[src/rtl/vga_pkg.sv]
// Shared types and defaults for the VGA frame-buffer arbiter and its helpers.
// Coordinates are fixed at 10 bits to match VGAController's posx/posy.
package vga_pkg;

    localparam int H_RES_DEF   = 640;
    localparam int V_RES_DEF   = 480;
    localparam int PIX_LATENCY = 3;
    localparam int COORD_W     = 10;
    localparam int PIX_W       = 8;

    typedef enum logic [1:0] {
        IDLE,
        SCAN,
        DRAIN
    } arb_state_t;

    // wr_req_t carries PIX_W pixel data, so DATA_W on the top must match PIX_W
    typedef struct packed {
        logic [COORD_W-1:0] x;
        logic [COORD_W-1:0] y;
        logic [PIX_W-1:0]   data;
    } wr_req_t;

    function automatic logic coord_in_range(
        input logic [COORD_W-1:0] x,
        input logic [COORD_W-1:0] y,
        input int                 h_res,
        input int                 v_res
    );
        return (int'(x) < h_res) && (int'(y) < v_res);
    endfunction

endpackage

[src/rtl/pixel_fifo.sv]
// Small synchronous FIFO with occupancy count; DEPTH must be a power of 2.
// Head entry is visible on pop_data whenever the FIFO is non-empty.
module pixel_fifo #(
    parameter  int WIDTH = 8,
    parameter  int DEPTH = 4,
    localparam int PTR_W = $clog2(DEPTH),
    localparam int LVL_W = PTR_W + 1
) (
    input  logic             clk,
    input  logic             rst_n,
    input  logic             push,
    input  logic [WIDTH-1:0] push_data,
    input  logic             pop,
    output logic [WIDTH-1:0] pop_data,
    output logic             full,
    output logic             empty,
    output logic [LVL_W-1:0] level
);

    logic [WIDTH-1:0] mem [DEPTH];
    logic [PTR_W-1:0] wr_ptr;
    logic [PTR_W-1:0] rd_ptr;
    logic             do_push;
    logic             do_pop;

    assign full     = (level == LVL_W'(DEPTH));
    assign empty    = (level == '0);
    assign do_push  = push && !full;
    assign do_pop   = pop && !empty;
    assign pop_data = mem[rd_ptr];

    always_ff @(posedge clk) begin
        if (do_push) begin
            mem[wr_ptr] <= push_data;
        end
    end

    // Pointers wrap naturally because DEPTH is a power of 2
    always_ff @(posedge clk or negedge rst_n) begin
        if (!rst_n) begin
            wr_ptr <= '0;
            rd_ptr <= '0;
            level  <= '0;
        end else begin
            if (do_push) begin
                wr_ptr <= wr_ptr + 1'b1;
            end
            if (do_pop) begin
                rd_ptr <= rd_ptr + 1'b1;
            end
            case ({do_push, do_pop})
                2'b10:   level <= level + 1'b1;
                2'b01:   level <= level - 1'b1;
                default: level <= level;
            endcase
        end
    end

endmodule

[src/rtl/vga_frame_arbiter.sv]
// Shares one single-port pixel RAM between VGA scan-out and a buffered pixel writer.
// Scan-out owns the RAM during active video; buffered writes drain only in blanking.
//
//  state | meaning
//  IDLE  | blanking, nothing buffered; RAM untouched, address held
//  SCAN  | active video; RAM address follows the beam
//  DRAIN | blanking; one buffered pixel written to RAM this cycle
module vga_frame_arbiter
    import vga_pkg::*;
#(
    parameter  int H_RES      = H_RES_DEF,
    parameter  int V_RES      = V_RES_DEF,
    parameter  int ADDR_W     = 19,
    parameter  int DATA_W     = PIX_W,
    parameter  int FIFO_DEPTH = 4,
    localparam int LVL_W      = $clog2(FIFO_DEPTH) + 1
) (
    input  logic               clk,
    input  logic               rst,
    input  logic [COORD_W-1:0] posx,
    input  logic [COORD_W-1:0] posy,
    input  logic               blank_n_in,
    input  logic               h_sync_in,
    input  logic               v_sync_in,
    input  logic               wr_valid,
    output logic               wr_ready,
    input  logic [COORD_W-1:0] wr_x,
    input  logic [COORD_W-1:0] wr_y,
    input  logic [DATA_W-1:0]  wr_data,
    output logic               wr_drop,
    output logic [LVL_W-1:0]   fifo_level,
    output logic [ADDR_W-1:0]  mem_addr,
    output logic               mem_we,
    output logic [DATA_W-1:0]  mem_wdata,
    input  logic [DATA_W-1:0]  mem_rdata,
    output logic [DATA_W-1:0]  pix_data,
    output logic               h_sync_out,
    output logic               v_sync_out,
    output logic               blank_n_out
);

    arb_state_t             state;
    wr_req_t                req_in;
    wr_req_t                req_head;
    logic                   fifo_full;
    logic                   fifo_empty;
    logic                   fifo_push;
    logic                   fifo_pop;
    logic                   accept;
    logic                   in_range;
    logic                   ready_en;
    logic [PIX_LATENCY-1:0] blank_d;
    logic [PIX_LATENCY-1:0] hsync_d;
    logic [PIX_LATENCY-1:0] vsync_d;

    function automatic logic [ADDR_W-1:0] pix_addr(
        input logic [COORD_W-1:0] x,
        input logic [COORD_W-1:0] y
    );
        return ADDR_W'(y) * ADDR_W'(H_RES) + ADDR_W'(x);
    endfunction

    assign req_in.x    = wr_x;
    assign req_in.y    = wr_y;
    assign req_in.data = wr_data;

    assign in_range  = coord_in_range(wr_x, wr_y, H_RES, V_RES);
    assign wr_ready  = ready_en && !fifo_full;
    assign accept    = wr_valid && wr_ready;
    assign fifo_push = accept && in_range;
    assign fifo_pop  = !blank_n_in && !fifo_empty;

    pixel_fifo #(
        .WIDTH ($bits(wr_req_t)),
        .DEPTH (FIFO_DEPTH)
    ) u_fifo (
        .clk       (clk),
        .rst_n     (rst),
        .push      (fifo_push),
        .push_data (req_in),
        .pop       (fifo_pop),
        .pop_data  (req_head),
        .full      (fifo_full),
        .empty     (fifo_empty),
        .level     (fifo_level)
    );

    // Out-of-range pixels still complete the handshake so the writer never stalls on them
    always_ff @(posedge clk or negedge rst) begin
        if (!rst) begin
            ready_en <= 1'b0;
            wr_drop  <= 1'b0;
        end else begin
            ready_en <= 1'b1;
            wr_drop  <= accept && !in_range;
        end
    end

    always_ff @(posedge clk or negedge rst) begin
        if (!rst) begin
            state     <= IDLE;
            mem_addr  <= '0;
            mem_wdata <= '0;
        end else begin
            if (blank_n_in) begin
                state    <= SCAN;
                mem_addr <= pix_addr(posx, posy);
            end else if (!fifo_empty) begin
                state     <= DRAIN;
                mem_addr  <= pix_addr(req_head.x, req_head.y);
                mem_wdata <= req_head.data;
            end else begin
                state <= IDLE;
            end
        end
    end

    // Write enable is a direct decode of the state register, so it can never disagree with it
    assign mem_we = (state == DRAIN);

    always_ff @(posedge clk or negedge rst) begin
        if (!rst) begin
            blank_d  <= '0;
            hsync_d  <= '1;
            vsync_d  <= '1;
            pix_data <= '0;
        end else begin
            blank_d  <= {blank_d[PIX_LATENCY-2:0], blank_n_in};
            hsync_d  <= {hsync_d[PIX_LATENCY-2:0], h_sync_in};
            vsync_d  <= {vsync_d[PIX_LATENCY-2:0], v_sync_in};
            pix_data <= blank_d[PIX_LATENCY-2] ? mem_rdata : '0;
        end
    end

    assign blank_n_out = blank_d[PIX_LATENCY-1];
    assign h_sync_out  = hsync_d[PIX_LATENCY-1];
    assign v_sync_out  = vsync_d[PIX_LATENCY-1];

endmodule

[config.mk]
export PLATFORM = sky130hd
export DESIGN_NAME = vga_frame_arbiter
export DESIGN_NICKNAME = d
export VERILOG_FILES = /design/src/rtl/vga_pkg.sv /design/src/rtl/pixel_fifo.sv /design/src/rtl/vga_frame_arbiter.sv
export SDC_FILE = /design/constraint.sdc
export NUM_CORES = 1
export LEC_CHECK = 0
export ABC_AREA = 1
export CORE_MARGIN = 5
export CORE_UTILIZATION = 60
export DETAILED_ROUTE_END_ITERATION = 8
export PLACE_DENSITY = 0.86
export RECOVER_POWER = 50
export SETUP_SLACK_MARGIN = 0.1
export SLEW_MARGIN = 20
export SYNTH_ARGS = -nofsm -noshare
export SYNTH_HDL_FRONTEND = slang
export SYNTH_SLANG_ARGS = --single-unit
[constraint.sdc]
create_clock -name clk -period 6 [get_ports clk]
set_clock_uncertainty 0.1 [all_clocks]
set_input_delay 0.9 -clock clk [delete_from_list [all_inputs] [get_ports clk]]
set_output_delay 0.9 -clock clk [all_outputs]
set_load 0.01 [all_outputs]
# Yosys cells after proc, flatten, opt, wreduce, memory -nomap -nowiden
# Memory sizes are Yosys's and may differ from the RTL's.
# Index checks and enable logic that the tools add are counted.
[totals]
ramBits = 112
out_inout_bits = 44
n_memories = 1
regBits = 55
in_bits = 62
[memory_table]
columns = ["name", "depth", "width", "read_ports", "rd_ports_with_merged_regs", "wr", "line_no", "text"]
rows = [
  ["u_fifo.mem", 4, 28, 1, 0, 1, "pixel_fifo.sv:20", "logic [WIDTH-1:0] mem [DEPTH];"],
]
[op_classes]
magnitude_cmp = 2
mux = 8
addsub = 6
n_bitwise = 2
reduce_logical = 15
multipliers = 2
eq_ne = 5
[ops]
columns = ["op", "count"]
rows = [
  ["adder 19 x 10 -> 19 bit", 2],
  ["two-way mux 19 bit", 2],
  ["multiplier 10 x 3 -> 12 bit, second input constant", 2],
  ["< comparator 10 bit, second input constant", 1],
  ["< comparator 10 x 9 -> 1 bit, second input constant", 1],
  ["logical AND 1 bit", 8],
  ["two-way mux 8 bit", 1],
  ["one-hot mux 3 bit (2 select lines)", 1],
  ["adder 2 x 1 -> 2 bit, second input constant", 2],
  ["== test 2 bit, second input constant", 2],
  ["zero test 1 bit", 4],
  ["two-way mux 2 bit", 2],
  ["adder 3 x 1 -> 3 bit, second input constant", 1],
  ["== test 3 bit, second input constant", 1],
  ["zero test 3 bit", 1],
  ["subtractor 3 x 1 -> 3 bit, second input constant", 1],
  ["== test 2 x 1 -> 1 bit, second input constant", 1],
  ["two-way mux 1 bit", 2],
  ["!= test 2 bit, second input constant", 1],
  ["NOT 1 bit", 2],
  ["AND reduction 2 bit", 1],
  ["nonzero test 2 bit", 1],
]

# Longest topological paths before layout
# Gate-level depths: netlist of run 1.
[depth]
ltp_word = 8
ltp_mapped = 23
ltp_nobuf = 20

# By module
# From an unflattened synthesis of run 1, not the netlist that was laid out.
[unflattened]
cells_unflattened = 828
area_unflattened_um2 = 8244.2
[modules_own_cells]
columns = ["module", "cells_each", "area_each_um2", "seq_area_each_um2", "instances"]
rows = [
  ["pixel_fifo", 388, 4902.2, 3538.4, 1],
  ["vga_frame_arbiter", 440, 3342.0, 1183.6, 1],
]

# Worst setup path after synthesis of run 1
# Ideal clock, no wire load.
[synth_path]
path_kind = "register to register"
from = "reg u_fifo.rd_ptr[0]"
to = "reg mem_addr[18]"
slack_ns = 2.685
required_ns = 5.784
setup_time_ns = 0.116
synth_period_minus_slack_ns = 3.315
stages_incl_launch_ff = 21
arrival_ns = 3.099
cell_sequence = "dfrtp_1 inv_1 buf_2 buf_2 buf_2 nor2_1 o22ai_1 ha_1 ha_1 fa_1 nand2_1 inv_1 nand2_1 nor2_1 nand3_2 nor2_2 nand3_1 nand3_1 nand2_1 nand2_1 nand2_1"
[synth_between]
elab_chain_len = 5
[synth_lines]
columns = ["item", "line_no", "text"]
rows = [
  ["start: declaration", "pixel_fifo.sv:22", "logic [PTR_W-1:0] rd_ptr;"],
  ["start signal: assignment", "pixel_fifo.sv:49", "rd_ptr <= rd_ptr + 1'b1;"],
  ["memory read (4 x 28 bit) (*)", "n/a", ""],
  ["multiplier 10 x 3 -> 12 bit", "vga_frame_arbiter.sv:60", "return ADDR_W'(y) * ADDR_W'(H_RES) + ADDR_W'(x);"],
  ["adder 19 x 10 -> 19 bit (*)", "vga_frame_arbiter.sv:60", ""],
  ["two-way mux 19 bit (*)", "vga_frame_arbiter.sv:108", "end else if (!fifo_empty) begin"],
  ["two-way mux 19 bit (*)", "vga_frame_arbiter.sv:105", "if (blank_n_in) begin"],
  ["end signal: assignment", "vga_frame_arbiter.sv:107", "mem_addr <= pix_addr(posx, posy);"],
  ["end signal: assignment", "vga_frame_arbiter.sv:110", "mem_addr <= pix_addr(req_head.x, req_head.y);"],
  ["end: declaration", "vga_frame_arbiter.sv:32", "output logic [ADDR_W-1:0] mem_addr,"],
]
# Every way passes the cells marked *; elsewhere a longest branch is shown, timed or not. The select of a mux whose other input is x is not followed.
# A chain may end at the register's enable or synchronous reset.

# Worst setup path in the final report of run 1
[layout_path]
from = "in blank_n_in"
to = "reg u_fifo.level[1]"
[layout_between]
elab_chain_len = 5
elab_cells_between_ends = 7
[layout_lines]
columns = ["item", "line_no", "text"]
rows = [
  ["start: declaration", "vga_frame_arbiter.sv:22", "input logic blank_n_in,"],
  ["zero test 1 bit (*)", "vga_frame_arbiter.sv:71", "assign fifo_pop = !blank_n_in && !fifo_empty;"],
  ["logical AND 1 bit (*)", "vga_frame_arbiter.sv:71", ""],
  ["logical AND 1 bit (*)", "pixel_fifo.sv:29", "assign do_pop = pop && !empty;"],
  ["== test 2 x 1 -> 1 bit or == test 2 bit (tied branches)", "pixel_fifo.sv:51", "case ({do_push, do_pop})"],
  ["one-hot mux 3 bit (2 select lines) or nonzero test 2 bit (tied branches)", "n/a", ""],
  ["end signal: assignment", "pixel_fifo.sv:52", "2'b10: level <= level + 1'b1;"],
  ["end signal: assignment", "pixel_fifo.sv:53", "2'b01: level <= level - 1'b1;"],
  ["end signal: assignment", "pixel_fifo.sv:54", "default: level <= level;"],
  ["end: declaration", "pixel_fifo.sv:17", "output logic [LVL_W-1:0] level"],
]
# Every way passes the cells marked *; elsewhere a longest branch is shown, timed or not.

==> flow_summary.yaml, run 1 <==
clock_tree:
  clk_pin_slew_ns: 0.06
  cts_tree: "done"
  clock_latency_ns: 0.42
  clockBufferDepth: 2
  htreeDepth: 4
  numCtsBuffers: 17
  postCtsSetupRepairBufs: 0
  cts_root_buf: "clkbuf_16"
  clock-sinks: 166
  cts_resized: 0
  hold_buffers: 0
synth:
  synth_seq_cells: 166
  async_reset_ff_frac: 0.325
  ys_seq_area_frac: 0.593
  avgSynthCellArea_um2: 10.3
  syn_inst: 771
  yosys_warnings: 0
  ys.flop_type: "edfxtp_1"
  ys_types: 38
  synth.cell_area_um2: 7970
  synth_edf_count: 112
  synthesis.nets: 881
routing:
  via_count: 5887
  routedWlPerCell_um: 16.5
  dr.first_iter.drc_count: 610
  drc: 0
  routed_wl_um: 17600
  postRouteAntennaNets: 0
  routed_via_density: 5.51
  dr.pass1.iters: 5
power:
  p_per_area_nw_per_um2: 523
  power_leakage_nw: 4.04
  ir_worst_vdd_uv: 295
layout:
  layout.nets: 989
  stdcell_count: 1068
  drive_gt1_frac: 0.0841
  fill_cells: 889
  antennaDiodeCount: 0
  syn_to_final_growth_pct: 22.4
die:
  die_h_um: 125
  die-area_um2: 15700
  io_pins: 106
  coreArea_um2: 13100
  row_count: 42
  fp.dieW_um: 125
  start_util: 0.606
grt:
  grt_max_degree: 57
  first_global_vias: 5694
  track_usage: 0.230
  grt_overflow: 0
  antenna_found_initial: 0
  grt_pass1_wl_um: 28300
setup_path:
  critPathLaunch: "blank_n_in"
  worst-path-max-fanout: 24
  crit_arrival_ns: 4.48
  required_ns: 6.24
  worstSetupStartpointType: "input pin"
  critPathKind: "in -> reg"
  r2r-start: "u_fifo.rd_ptr[0]"
  end_kind: "flop"
  rr_endpoint: "mem_addr[18]"
  r2r_slack_ns: 2.15
  critical_path.endpoint: "u_fifo.level[1]"
  r2r_cells: 17
sta:
  setup_viol: 0
  period_needed_ns: 4.24
  tns_ns: 0
  hold-worst-slack_ns: 0.258
  post-route-period-util: 0.706
  rsz0062_at_grt: "false"
  clock.fmax_ghz: 0.236
  setup_ws_ns: 1.76
  tightest_slew_ns: 2.91
  maxSlewHeadroom: -0.943
  slew_violations: 55
  hold_viol: 0
placed_design:
  dp.cells: 1036
  dp.final_hpwl_um: 11900
  gp_congestion: 0.829
  io_buffers: 105
  pre_cts_ws_ns: 2.09
run_status:
  violations: "capacitance limit, slew limit"
  outcome: "finished with violations"
job:
  drv_cap: 1
worst_hold_path:
  hp-class: "reg -> reg"
  hold_start: "vsync_d[0]"
## power by group
part / total (mW) / internal, mW / leakage (nW) / switching [mW]
logic: 2.59 / 0.982 / 2.12 / 1.61
clock network: 1.04 / 0.616 / 0.279 / 0.426
registers: 1.47 / 1.38 / 1.64 / 0.0845
total: 5.10 / 2.98 / 4.04 / 2.12
## Yosys cell counts, types with 6 or more instances
library cell	instances	area, um2
inv_1	76	285
dfrtp_1	48	1200
dfstp_2	6	158
nand3_1	32	160
nand2_1	123	462
nor2_1	112	420
o22ai_1	18	113
xor2_1	7	61.3
edfxtp_1	112	3360
o21ai_0	76	380
nand2_2	11	68.8
a31oi_1	13	81.3
ha_1	43	538
buf_2	10	50.1
a21oi_1	21	105
clkbuf_1	13	48.8
## cells in the final DEF (no fill, tap or decap), drive strengths merged
cell type,count
nand2,135
dfrtp,48
buf,9
a22o,1
inv,81
xnor2,3
a31oi,13
fa,5
nand3,38
nor2,120
o21a,1
a21boi,1
nand4,4
o21ai,76
o211ai,3
dfstp,6
a21oi,21
nor3,1
dlygate4sd3,41
xor2,7
edfxtp,112
o22ai,18
clkinv,4
clkbuf,30
nand3b,4
conb,1
ha,43
a32oi,2
a41oi,1
clkdlybuf4s50,63
## critical path: stages
cell             delay (ns)
clkdlybuf4s50_1        0.45
clkbuf_1               0.73
inv_1                  0.50
nand2_1                0.25
clkinv_1               0.53
ha_1                   0.44
inv_1                  0.10
fa_1                   0.41
o21ai_0                0.15
## cells by family (layout without fill, tap and decap cells)
family	count (synthesis)	after routing	synth area share
DFF	166	166	0.593
and+or+nand+nor	302	302	0.167
other	1	1	0.000471
buffers and inverters	107	228	0.0547
AOI/OAI and AO/OA	137	137	0.0944
adders and majority gates	48	48	0.0801
xor gates and xnor gates	10	10	0.0110
## metal layers
metal | wire, um | global-route usage | part of all wire | vias to the layer above
li1 | - | - | - | 2830
met1 | 7010 | 0.280 | 0.40 | 2807
met2 | 9280 | 0.415 | 0.53 | 232
met3 | 1130 | 0.0495 | 0.064 | 18
met4 | 189 | 0.0619 | 0.011 | 0
met5 | 0 | 0 | 0 | -
## layout make-up
class | instances | area, um2 | area share
well taps | 176 | 220 | 0.0226
clock buffers | 28 | 539 | 0.0553
inverters | 81 | 304 | 0.0312
flip-flops and latches | 166 | 4720 | 0.484
clock inverters | 4 | 31.3 | 0.00321
repair buffers | 115 | 1110 | 0.114
multi-input cells | 498 | 2820 | 0.289
## worst min path at each step
| stage | endpoint | slack, ns | cells after the start |
|---|---|---|---|
| floorplan | hsync_d[1] | 0.25 | 0 |
| global route | vsync_d[1] | 0.26 | 0 |
| CTS | vsync_d[1] | 0.26 | 0 |
| global placement | vsync_d[2] | 0.25 | 0 |
| detailed placement | vsync_d[1] | 0.25 | 0 |
| finish | vsync_d[1] | 0.26 | 0 |
## registers in the layout (all words and copies together) (netlist names)
| register | cells |
|---|---|
| vsync_d | 3 |
| hsync_d | 3 |
| blank_d | 3 |
| ready_en | 1 |
| mem_addr | 19 |
| u_fifo.rd_ptr | 2 |
| mem_wdata | 8 |
| wr_drop | 1 |
| u_fifo.mem | 112 |
| pix_data | 8 |
| u_fifo.level | 3 |
| state | 1 |
| u_fifo.wr_ptr | 2 |
## stage by stage
| stage | power (mW) | cell area (um2) | utilization |
|---|---|---|---|
| floorplan | 3.28 | 7970 | - |
| global placement | 3.92 | 9190 | 0.699 |
| detailed placement | 4.02 | 9190 | 0.699 |
| CTS | 5.10 | 9760 | 0.743 |
| global route | 5.48 | 9750 | 0.742 |
| finish | 5.10 | 9750 | 0.742 |
Note: power is estimated with default switching activity, not from simulation.
==> run 2, diff against run 1 <==
CORE_UTILIZATION = 50   (was 60)
PLACE_DENSITY = 0.76   (was 0.86)
clock period = 3.7 ns   (was 6 ns; I/O delays follow)
==> run 2 against run 1 <==
Compared with the run above: the run still ends with capacitance limit, slew limit left; critical path depth up 8; clock power up 52%; combinational power up 58%.
==> flow_summary.yaml, run 2 (same netlist as run 1, synthesis figures left out) <==
clock_tree:
  clock_latency_ns: 0.42
  clockBufferDepth: 2
  hold_buffers: 0
  htreeDepth: 4
  cts_root_buf: "clkbuf_16"
  numCtsBuffers: 17
  clk_pin_slew_ns: 0.06
  clock-sinks: 166
  cts_tree: "done"
sta:
  clock.fmax_ghz: 0.304
  setup_viol: 0
  rsz0062_at_grt: "false"
  tns_ns: 0
  post-route-period-util: 0.890
  hold-worst-slack_ns: 0.257
  period_needed_ns: 3.29
  tightest_slew_ns: 2.39
  maxSlewHeadroom: -0.594
  slew_violations: 42
  hold_viol: 0
die:
  die-area_um2: 18600
  coreArea_um2: 15800
  io_pins: 106
  row_count: 46
  die_h_um: 136
  start_util: 0.505
  fp.dieW_um: 136
power:
  pwr-share-comb: 0.509
  seq_power_share: 0.295
  swShare: 0.411
  total_power_mw: 8.06
  power_leakage_nw: 4.07
  p_switching_mw: 3.31
  pwr-share-clk: 0.196
  internal_power_mw: 4.74
  ir_worst_vdd_uv: 395
  p_per_area_nw_per_um2: 819
setup_path:
  worst-path-max-fanout: 11
  required_ns: 3.90
  worstSetupStartpointType: "flop"
  crit_arrival_ns: 3.50
  critPathKind: "reg -> reg"
  end_kind: "flop"
routing:
  postRouteAntennaNets: 0
  via_count: 5753
  drc: 0
  routedWlPerCell_um: 15.0
  routed_via_density: 5.16
  dr.pass1.iters: 5
  routed_wl_um: 16700
  dr.first_iter.drc_count: 373
worst_hold_path:
  hp-class: "reg -> reg"
layout:
  top_regs: "u_fifo.mem (112), mem_addr (19)"
  syn_to_final_growth_pct: 23.5
  final_common_cell: "nand2_1"
  layout.nets: 997
  largest_reg_flops: 112
  layout_common_cells: "nand2_1, edfxtp_1, nor2_1"
  fin_area_um2: 9840
  drive_gt1_frac: 0.0967
  largest-register: "u_fifo.mem"
  antennaDiodeCount: 0
placed_design:
  dp.final_hpwl_um: 11900
  gp_congestion: 0.801
  io_buffers: 105
  place_area_um2: 9310
grt:
  first_global_vias: 5414
  grt_max_degree: 42
  track_usage: 0.186
  antenna_found_initial: 1
  grt_overflow: 0
  grt_pass1_wl_um: 26600
run_status:
  violations: "capacitance limit, slew limit"
  outcome: "finished with violations"
job:
  drv_cap: 1
[run 2: cell count changes in the layout (fill, tap and decap cells not counted), moves of 2 or more]
cell	previous run	this run
buf_4	8	15
clkbuf_1	8	5
clkbuf_16	19	17
clkdlybuf4s50_1	63	65
clkinv_2	1	5
dlygate4sd3_1	41	39
inv_6	1	4
[run 2: worst paths after layout]
kind	startpoint	end	slack [ns]	depth (start not counted)
worst max-delay path	u_fifo.rd_ptr[1]	mem_addr[18]	0.41	17
worst min-delay path	vsync_d[0]	vsync_d[1]	0.26	0
worst max register to register	u_fifo.rd_ptr[1]	mem_addr[18]	0.41	17
worst min register to register	vsync_d[0]	vsync_d[1]	0.26	0
max in group asynchronous	rst	mem_addr[6]	1.20	2
min in group asynchronous	rst	mem_wdata[3]	0.75	1
[run 2: layer usage]
metal | vias up | wire length (um) | global-route usage
li1 | 2854 | - | -
met1 | 2688 | 7510 | 0.253
met2 | 191 | 7840 | 0.297
met3 | 18 | 1170 | 0.0444
met4 | 2 | 195 | 0.0622
met5 | - | 13 | 0
[run 2: power by group through the flow]
stage	logic [mW]	clock network (mW)	registers, mW
final	4.10	1.58	2.38
after global routing	4.64	1.69	2.41
after CTS	4.13	1.61	2.38
after detailed placement	4.10	0	2.42
after global placement	4.04	0	2.41
after floorplan	2.84	0	2.47
[run 2: area by class of cell]
cell class | instances | area [um2]
clock buffer | 21 | 460
clock inverter | 11 | 72.6
fill | 1282 | 5930
inverter | 81 | 304
multi-input combinational | 498 | 2830
sequential | 166 | 4720
tap | 216 | 270
timing repair buffer | 123 | 1180
[run 2: metrics by stage]
step / utilization / setup slack [ns] / cells
6_report: 0.624 / 0.406 / 1116
3_3_place_gp: 0.590 / 0.464 / 1084
2_1_floorplan: - / 0.385 / 771
3_5_place_dp: 0.590 / 0.377 / 1084
4_1_cts: 0.624 / 0.410 / 1116
5_1_grt: 0.624 / 0.120 / 1116
[run 2: timing repair]
item                                    4_1_cts  5_1_grt
resized for setup                             0        1
endpoints found under the hold margin         0        0
endpoints found under the setup margin        0        2
buffers inserted                              0        0
[run 2: worst max-delay path: stages (launching register included)]
cell and delay, ns:
dfrtp_1 0.37, inv_1 0.27, o21ai_0 0.16, o22ai_1 0.22, ha_1 0.28, ha_1 0.25
fa_1 0.53, nand2_1 0.11, inv_1 0.07, nand2_1 0.06, nor2_1 0.18, nand3_2 0.10
nor2_2 0.13, nand3_1 0.09, nand3_1 0.08, nand2_1 0.06, nand2_1 0.05, nand2_1 0.05
